===== config.mk =====
export PLATFORM = sky130hd
export DESIGN_NAME = load_store_unit
export DESIGN_NICKNAME = d
export VERILOG_FILES = /design/src/rtl/load_store_unit.sv
export SDC_FILE = /design/constraint.sdc
export NUM_CORES = 1
export LEC_CHECK = 0
export BUFFER_PORTS_ARGS = -buffer_cell sky130_fd_sc_hd__buf_4
export CAP_MARGIN = 20
export CORE_MARGIN = 3
export CORE_UTILIZATION = 40
export DETAILED_ROUTE_END_ITERATION = 6
export GPL_TIMING_DRIVEN = 1
export PLACE_DENSITY_LB_ADDON = 0.12
export SKIP_LAST_GASP = 1
export SLEW_MARGIN = 40
export SYNTH_ARGS = -nofsm -noshare
export SYNTH_HDL_FRONTEND = slang
export SYNTH_SLANG_ARGS = --single-unit
export TNS_END_PERCENT = 30

===== constraint.sdc =====
create_clock -name clk -period 1.8 [get_ports clk]
set_input_delay 0.09 -clock clk [delete_from_list [all_inputs] [get_ports clk]]
set_output_delay 0.09 -clock clk [all_outputs]
set_load 0.01 [all_outputs]

===== src/rtl/load_store_unit.sv =====
// rtl/load_store_unit.sv - memory-access stage with req/gnt/rvalid bus handshake and load extension
module load_store_unit #(
    parameter int TIMEOUT = 16
) (
    input  logic        clk,
    input  logic        reset,
    input  logic        lsu_valid,
    input  logic        lsu_we,
    input  logic [2:0]  funct3,
    input  logic [31:0] addr,
    input  logic [31:0] wdata,
    output logic        stall,
    output logic [31:0] rdata,
    output logic        done,
    output logic        lsu_err,
    output logic        mem_req,
    output logic        mem_we,
    output logic [3:0]  mem_be,
    output logic [31:0] mem_addr,
    output logic [31:0] mem_wdata,
    input  logic        mem_gnt,
    input  logic        mem_rvalid,
    input  logic [31:0] mem_rdata
);

    localparam int CW = $clog2(TIMEOUT + 1);

    typedef enum logic [1:0] {
        IDLE = 2'd0,
        REQ  = 2'd1,
        WAIT = 2'd2,
        DONE = 2'd3
    } state_t;

    state_t        state;
    state_t        state_next;
    logic [CW-1:0] count;
    logic [2:0]    op_f3;
    logic [1:0]    op_off;

    logic          illegal_f3;
    logic          misalign;
    logic          req_bad;
    logic          start;
    logic          timeout_hit;
    logic          err_now;
    logic          load_capture;
    logic [3:0]    be_c;
    logic [31:0]   wd_c;
    logic [7:0]    byte_sel;
    logic [15:0]   half_sel;
    logic [31:0]   ext_data;

    // Request legality: reserved funct3 codes, unsigned stores and misaligned halves/words
    always_comb begin
        illegal_f3 = (funct3 == 3'b011) || (funct3[2:1] == 2'b11) || (lsu_we && funct3[2]);
        misalign   = ((funct3[1:0] == 2'b01) && addr[0]) ||
                     ((funct3[1:0] == 2'b10) && (addr[1:0] != 2'b00));
        req_bad    = illegal_f3 || misalign;
        start      = (state == IDLE) && lsu_valid && !req_bad;
    end

    // Byte enables and lane-replicated store data for the access size
    always_comb begin
        be_c = 4'b1111;
        wd_c = wdata;
        case (funct3[1:0])
            2'b00: begin
                be_c = 4'b0001 << addr[1:0];
                wd_c = {4{wdata[7:0]}};
            end
            2'b01: begin
                be_c = 4'b0011 << addr[1:0];
                wd_c = {2{wdata[15:0]}};
            end
            default: begin
                be_c = 4'b1111;
                wd_c = wdata;
            end
        endcase
    end

    // Timeout fires on the last allowed cycle only when the awaited handshake is absent
    always_comb begin
        timeout_hit = (count == CW'(TIMEOUT - 1)) &&
                      (((state == REQ) && !mem_gnt) || ((state == WAIT) && !mem_rvalid));
        err_now     = ((state == IDLE) && lsu_valid && req_bad) || timeout_hit;
        lsu_err     = err_now;
        stall       = lsu_valid && (state != DONE) && !err_now;
    end

    // Read data is captured either with gnt in REQ or later in WAIT
    always_comb begin
        load_capture = !mem_we && mem_rvalid &&
                       (((state == REQ) && mem_gnt) || (state == WAIT));
    end

    // Lane selection and sign/zero extension of the returned word
    always_comb begin
        byte_sel = mem_rdata[8*op_off +: 8];
        half_sel = op_off[1] ? mem_rdata[31:16] : mem_rdata[15:0];
        case (op_f3)
            3'b000:  ext_data = {{24{byte_sel[7]}}, byte_sel};
            3'b100:  ext_data = {24'd0, byte_sel};
            3'b001:  ext_data = {{16{half_sel[15]}}, half_sel};
            3'b101:  ext_data = {16'd0, half_sel};
            default: ext_data = mem_rdata;
        endcase
    end

    // Next-state logic; DONE always returns to IDLE so a request is never reissued
    always_comb begin
        state_next = state;
        case (state)
            IDLE: begin
                if (start) state_next = REQ;
            end
            REQ: begin
                if (mem_gnt) begin
                    if (mem_we || mem_rvalid) state_next = DONE;
                    else                      state_next = WAIT;
                end else if (timeout_hit) begin
                    state_next = IDLE;
                end
            end
            WAIT: begin
                if (mem_rvalid)       state_next = DONE;
                else if (timeout_hit) state_next = IDLE;
            end
            DONE: state_next = IDLE;
            default: state_next = IDLE;
        endcase
    end

    // State register
    always_ff @(posedge clk or negedge reset) begin
        if (!reset) state <= IDLE;
        else        state <= state_next;
    end

    // Bus outputs, cycle counter, saved access shape, load result and done pulse
    always_ff @(posedge clk or negedge reset) begin
        if (!reset) begin
            mem_req   <= 1'b0;
            mem_we    <= 1'b0;
            mem_be    <= 4'd0;
            mem_addr  <= 32'd0;
            mem_wdata <= 32'd0;
            count     <= '0;
            op_f3     <= 3'd0;
            op_off    <= 2'd0;
            rdata     <= 32'd0;
            done      <= 1'b0;
        end else begin
            done <= (state_next == DONE);
            if (start) begin
                mem_req   <= 1'b1;
                mem_we    <= lsu_we;
                mem_be    <= be_c;
                mem_addr  <= {addr[31:2], 2'b00};
                mem_wdata <= wd_c;
                op_f3     <= funct3;
                op_off    <= addr[1:0];
                count     <= '0;
            end else if ((state == REQ) || (state == WAIT)) begin
                count <= count + 1'b1;
            end
            if ((state == REQ) && (mem_gnt || timeout_hit)) begin
                mem_req <= 1'b0;
            end
            if (load_capture) begin
                rdata <= ext_data;
            end
        end
    end

endmodule


==> flow_metrics.env, run 1 <==
export IMPL_status="complete, but fails checks"
export IMPL_violations="negative hold slack, negative setup slack"
export IMPL_nFillCells=960
export IMPL_fin_skew_ns=0.007855
export IMPL_p_int_w=0.01008
export IMPL_fmax_mhz=508.0
export IMPL_rsz0062_at_grt="true"
export IMPL_cp_max_fo=2
export IMPL_fin_util=0.6924
export IMPL_relSlewSlack=0.5715
export IMPL_cts_tree="done"
export IMPL_fp_dieW_um=123.5
export IMPL_synth_edff_count=0
export IMPL_cts_sinks=113
export IMPL_area_growth_pct=67.90
export IMPL_post_dp_hpwl_mm=11.13
export IMPL_final_nets=949
export IMPL_mostFrequentLayoutCell="buf_4"
export IMPL_vias=5149
export IMPL_clock_latency_ns=0.41
export IMPL_dr_pass1_iters=5
export IMPL_drt_iter0_markers=233
export IMPL_total_power_w=0.01509
export IMPL_ys_ff_latch=113
export IMPL_swShare=0.3321
export IMPL_clkPwrFrac=0.243
export IMPL_fin_cells=1026
export IMPL_post_route_min_period_ns=1.969
export IMPL_ff2ff_setup_slack_ns=0
export IMPL_synthArstFlopShare=1.000
export IMPL_hold_viol=1
export IMPL_drv_slew=0
export IMPL_synth_area_per_cell_um2=10.99
export IMPL_seqPwrFrac=0.307
export IMPL_place_inst=889
export IMPL_hold_ws_ns=-0.01490
export IMPL_clkTransAtPathRegs_ns=0.05
export IMPL_place_congestion=0.8460
export IMPL_drt_wirelength_per_cell_um=16.73
export IMPL_synthCells=503
export IMPL_rows=42
export IMPL_fp_coreArea_um2=13400
export IMPL_r2r_cells=8
export IMPL_die_h_um=123.5
export IMPL_cts_buffers=17
export IMPL_cp_startpoint="count[0]"
export IMPL_clockBufferDepth=2
export IMPL_grt_usage=0.2245
export IMPL_synth_cell_area_um2=5527
export IMPL_power_density_nw_per_um2=1627
export IMPL_grt_pass1_wl_mm=26.47
export IMPL_p_sw_w=0.005012
export IMPL_viasPerCell=5.019
export IMPL_cp_endpoint="stall"
export IMPL_min_period_over_period=1.094
export IMPL_antenna_cells=0
export IMPL_floorplan_initialDensity=0.4124
export IMPL_post_route_drc_count=0
export IMPL_hp_class="primary input to flop"
export IMPL_max_cap_violations=0
export IMPL_grt_pass1_vias=5277
export IMPL_arrival_ns=1.88
export IMPL_worstPathRequired_ns=1.71
export IMPL_overflow=0
export IMPL_synth_ff_type="dfrtp_1"
export IMPL_end_kind="output port"
export IMPL_ant_nets=0
export IMPL_critical_path_class="flop to output port"
export IMPL_rr_endpoint="state[0]"
export IMPL_start_kind="flop"
export IMPL_tightest_slew_ns=0.6375
export IMPL_io_buffers=207
export IMPL_drt_total_wl_mm=17.16
export IMPL_dieArea_um2=15260
export IMPL_final_cell_mix="buf_4 (248), dfrtp_1 (111), dlygate4sd3_1 (85)"
export IMPL_leakagePower_nw=4.614
export IMPL_finalWorstSetupSlack_ns=-0.1685
export IMPL_setup_viol=3
export IMPL_rr_startpoint="state[1]"
export IMPL_regArea_um2=2830
export IMPL_cts_htree_levels=4
export IMPL_layout_drive_gt1_share=0.4271
export IMPL_hold_start="wdata[8]"
export IMPL_multi_input_area_um2=2577
export IMPL_combPwrFrac=0.449
export IMPL_ios=210
export IMPL_grt_max_degree=114
export IMPL_clock_root_buffer="clkbuf_16"
export IMPL_yosysWarnings=0
export IMPL_vdd_drop_max_v=0.001002
export IMPL_antenna_found_initial=0
export IMPL_synth_distinct_cells=54
export IMPL_yosysSeqAreaShare=0.5117
[flip-flops by register name, summed over array words and instances (netlist names)]
| name | count |
|---|---|
| count | 5 |
| done | 1 |
| mem_addr | 30 |
| mem_be | 4 |
| mem_req | 1 |
| mem_wdata | 32 |
| mem_we | 1 |
| op_f3 | 3 |
| op_off | 2 |
| rdata | 32 |
| state | 2 |
[metal layers]
metal	part of all wire	up-vias	routed length, um	GRT usage
met1	0.41	2489	7075	0.2723
li1	-	2453	-	-
met5	0	-	0	0
met4	0.014	0	235	0.07197
met2	0.50	187	8651	0.3778
met3	0.070	20	1201	0.07411
[timing repair]
action                                  CTS  global route
cloned                                    3             1
pin swaps                                 5             5
endpoints found under the setup margin   41            77
gates resized for setup                  15            16
setup buffers                             8             8
hold buffers                             84             1
endpoints found under the hold margin   196             1
[critical path: stages, from the launching register on]
cell     delay (ns)
dfrtp_1        0.39
ha_2           0.19
and3_4         0.18
ha_4           0.15
a32o_2         0.24
nor3b_2        0.18
buf_4          0.14
[worst min path at each step]
stage,endpoint,slack [ns],depth (start not counted)
final,mem_wdata[8],-0.01,3
after global routing,mem_wdata[14],0.007,3
after CTS,rdata[3],0.001,3
after detailed placement,rdata[26],0.23,2
after global placement,rdata[28],0.23,2
after floorplan,count[0],-0.21,0
[logic make-up (layout without fill, tap and decap cells)]
group                    Yosys count  after routing  synth area share
AND/OR/NAND/NOR                  151            151            0.1266
multiplexers                      75             75            0.1687
adder cells (fa/ha/maj)            7              7           0.01585
buffers and inverters             45            390           0.04460
AO/OA/AOI/OAI                    108            109            0.1272
other                              1              2         0.0006785
XOR/XNOR                           3              3          0.004755
flip-flops                       113            113            0.5117
[cell usage after synthesis, types with 6 or more instances]
| master | count | share of area |
|---|---|---|
| ha_1 | 7 | 0.016 |
| buf_6 | 6 | 0.012 |
| a22o_1 | 6 | 0.0095 |
| nand2_1 | 58 | 0.039 |
| o21ai_0 | 46 | 0.042 |
| nand3_1 | 33 | 0.030 |
| clkbuf_1 | 11 | 0.0075 |
| mux2_4 | 30 | 0.082 |
| mux2i_1 | 29 | 0.053 |
| mux2_2 | 14 | 0.029 |
| nor2_1 | 33 | 0.022 |
| a21oi_1 | 21 | 0.019 |
| buf_2 | 14 | 0.013 |
| dfrtp_1 | 113 | 0.51 |
| inv_1 | 9 | 0.0061 |
[per-stage QoR]
step	area (um^2)	setup WS, ns	TNS [ns]
6_report	9279	-0.1685	-0.2682
5_1_grt	9279	-0.2278	-2.960
3_3_place_gp	7485	-0.009402	-0.01254
2_1_floorplan	5563	0.01656	0
3_5_place_dp	7485	-0.06023	-0.2772
4_1_cts	9161	-0.1594	-1.377
[power by group through the flow]
| stage | logic (W) | registers [W] | clock network (W) |
|---|---|---|---|
| after CTS | 0.00664 | 0.00463 | 0.00373 |
| after floorplan | 0.00280 | 0.00504 | 0 |
| final | 0.00678 | 0.00464 | 0.00367 |
| after global routing | 0.00738 | 0.00480 | 0.00386 |
| after detailed placement | 0.00625 | 0.00464 | 0 |
| after global placement | 0.00612 | 0.00461 | 0 |
[cell type report]
class                      count  share of cell area
inverter                       9            0.003910
clock buffer                  22             0.05003
multi-input combinational    347              0.2778
timing repair buffer         349              0.3200
sequential                   113              0.3050
clock inverter                10             0.01955
tap                          176             0.02373
(Power assumes the default switching activity.)
==> run 2: changes to the inputs <==
--- a/config.mk
+++ b/config.mk
@@ -5,11 +5,11 @@
 export SDC_FILE = /design/constraint.sdc
 export NUM_CORES = 1
 export LEC_CHECK = 0
-export BUFFER_PORTS_ARGS = -buffer_cell sky130_fd_sc_hd__buf_4
 export CAP_MARGIN = 20
 export CORE_MARGIN = 3
 export CORE_UTILIZATION = 40
 export DETAILED_ROUTE_END_ITERATION = 6
+export DONT_BUFFER_PORTS = 1
 export GPL_TIMING_DRIVEN = 1
 export PLACE_DENSITY_LB_ADDON = 0.12
 export SKIP_LAST_GASP = 1
==> flow_metrics.env, run 2 (synthesis results as in run 1) <==
export IMPL_status="complete, but fails checks"
export IMPL_violations="negative hold slack, negative setup slack"
export IMPL_max_cap_violations=0
export IMPL_overflow=0
export IMPL_die_h_um=123.5
export IMPL_layout_drive_gt1_share=0.2384
export IMPL_grt_pass1_wl_mm=24.07
export IMPL_start_kind="flop"
export IMPL_postCtsHoldBufs=101
export IMPL_arrival_ns=1.84
export IMPL_finalWorstSetupSlack_ns=-0.1275
export IMPL_end_kind="output port"
export IMPL_final_cell_mix="dfrtp_1 (111), dlygate4sd3_1 (100), nand2_1 (57)"
export IMPL_post_dp_hpwl_mm=10.20
export IMPL_reg_top3="mem_wdata: 32 flops, rdata: 32 flops, mem_addr: 30 flops"
export IMPL_vdd_drop_max_v=0.0007970
export IMPL_antenna_cells=0
export IMPL_cts_tree="done"
export IMPL_drt_iter0_markers=244
export IMPL_fmax_mhz=518.8
export IMPL_hp_class="primary input to asynchronous set/reset pin"
export IMPL_antenna_found_initial=0
export IMPL_area_growth_pct=40.91
export IMPL_vias=4462
export IMPL_setup_viol=10
export IMPL_cts_sinks=113
export IMPL_fp_dieW_um=123.5
export IMPL_drv_slew=0
export IMPL_fin_skew_ns=0.007043
export IMPL_power_density_nw_per_um2=1673
export IMPL_clock_root_buffer="clkbuf_16"
export IMPL_leakagePower_nw=3.588
export IMPL_cts_htree_levels=4
export IMPL_mostFrequentLayoutCell="dfrtp_1"
export IMPL_fin_tns_setup_ns=-0.2994
export IMPL_cts_buffers=17
export IMPL_min_period_over_period=1.071
export IMPL_drt_wirelength_per_cell_um=19.52
export IMPL_final_nets=745
export IMPL_worstPathRequired_ns=1.71
export IMPL_io_buffers=0
export IMPL_relSlewSlack=0.6259
export IMPL_ant_nets=0
export IMPL_critical_path_class="flop to output port"
export IMPL_grt_usage=0.2035
export IMPL_hold_viol=115
export IMPL_ios=210
export IMPL_tightest_slew_ns=0.5600
export IMPL_clockBufferDepth=2
export IMPL_grt_pass1_vias=4694
export IMPL_dieArea_um2=15260
export IMPL_hold_ws_ns=-0.6215
export IMPL_clock_latency_ns=0.41
export IMPL_post_route_drc_count=0
export IMPL_dr_pass1_iters=4
export IMPL_place_inst=678
export IMPL_fin_cells=822
export IMPL_floorplan_initialDensity=0.4124
export IMPL_place_congestion=0.7827
export IMPL_cp_max_fo=4
export IMPL_clkTransAtPathRegs_ns=0.05
export IMPL_drt_total_wl_mm=16.04
export IMPL_post_route_min_period_ns=1.928
export IMPL_rsz0062_at_grt="true"
export IMPL_fp_coreArea_um2=13400
export IMPL_rows=42
export IMPL_viasPerCell=5.428
export IMPL_grt_max_degree=114
==> run 2: cell count changes in the layout (fill, tap and decap cells not counted), moves of 3 or more <==
cell	change
inv_6	+4
o21ai_0	-4
o21ai_1	+4
clkinv_4	+4
bufinv_16	-3
dlygate4sd3_1	+15
buf_4	-218
clkbuf_1	-3
==> run 2: layout make-up <==
| cell class | count | area, um^2 |
|---|---|---|
| multi-input combinational | 346 | 2628 |
| sequential | 113 | 2830 |
| tap | 176 | 220.2 |
| clock buffer | 19 | 452.9 |
| clock inverter | 13 | 151.4 |
| timing repair buffer | 146 | 1469 |
| fill | 1140 | 5613 |
| inverter | 9 | 36.28 |
==> run 2: timing repair <==
item	in CTS	in global routing
buffers inserted	5	4
resized for setup	13	30
setup endpoints to repair	12	76
pin swaps	5	4
gates cloned	0	3
endpoints found under the hold margin	218	113
==> run 2: worst max-delay path: stages, from the launching register on <==
cell      delay [ns]
dfrtp_2         0.45
ha_4            0.18
buf_4           0.15
nand2b_4        0.07
o21ai_2         0.05
a32o_2          0.24
nor3b_2         0.15
buf_4           0.14
==> run 2: layer usage <==
layer,vias up,global-route usage,part of all wire
met1,2197,0.2429,0.40
met5,-,0,0
li1,2047,-,-
met2,197,0.3337,0.49
met4,0,0.06920,0.016
met3,21,0.08234,0.095
==> run 2: where the power goes <==
part	leakage, nW	switching, W	internal [W]
Clock	0.295	0.00125	0.00213
Sequential	1.38	0.00158	0.00381
Combinational	1.92	0.00195	0.00231
Total	3.59	0.00478	0.00825
==> run 2: path summary, 6_finish.rpt <==
kind	start	to	slack (ns)	depth (start not counted)
max	state[0]	stall	-0.13	7
min	reset	rdata[26]	-0.62	0
max reg2reg	state[0]	rdata[12]	-0.05	10
min reg2reg	rdata[0]	rdata[0]	0.55	2
max in group asynchronous	reset	state[1]	2.22	0
min in group clk	mem_rdata[17]	rdata[1]	-0.01	3
==> run 2: stage by stage <==
| stage | power, W | instance area, um^2 | hold WS [ns] | util | setup WS, ns |
|---|---|---|---|---|---|
| final | 0.01303 | 7787 | -0.6215 | 0.5811 | -0.1275 |
| after CTS | 0.01277 | 7612 | -0.6431 | 0.5681 | -0.1307 |
| after detailed placement | 0.008997 | 5901 | -0.2029 | 0.4403 | -0.03440 |
| after global placement | 0.008877 | 5901 | -0.2024 | 0.4403 | 0.004711 |
| after global routing | 0.01384 | 7787 | -0.6460 | 0.5811 | -0.1932 |
| after floorplan | 0.007839 | 5563 | -0.2056 | - | 0.01656 |
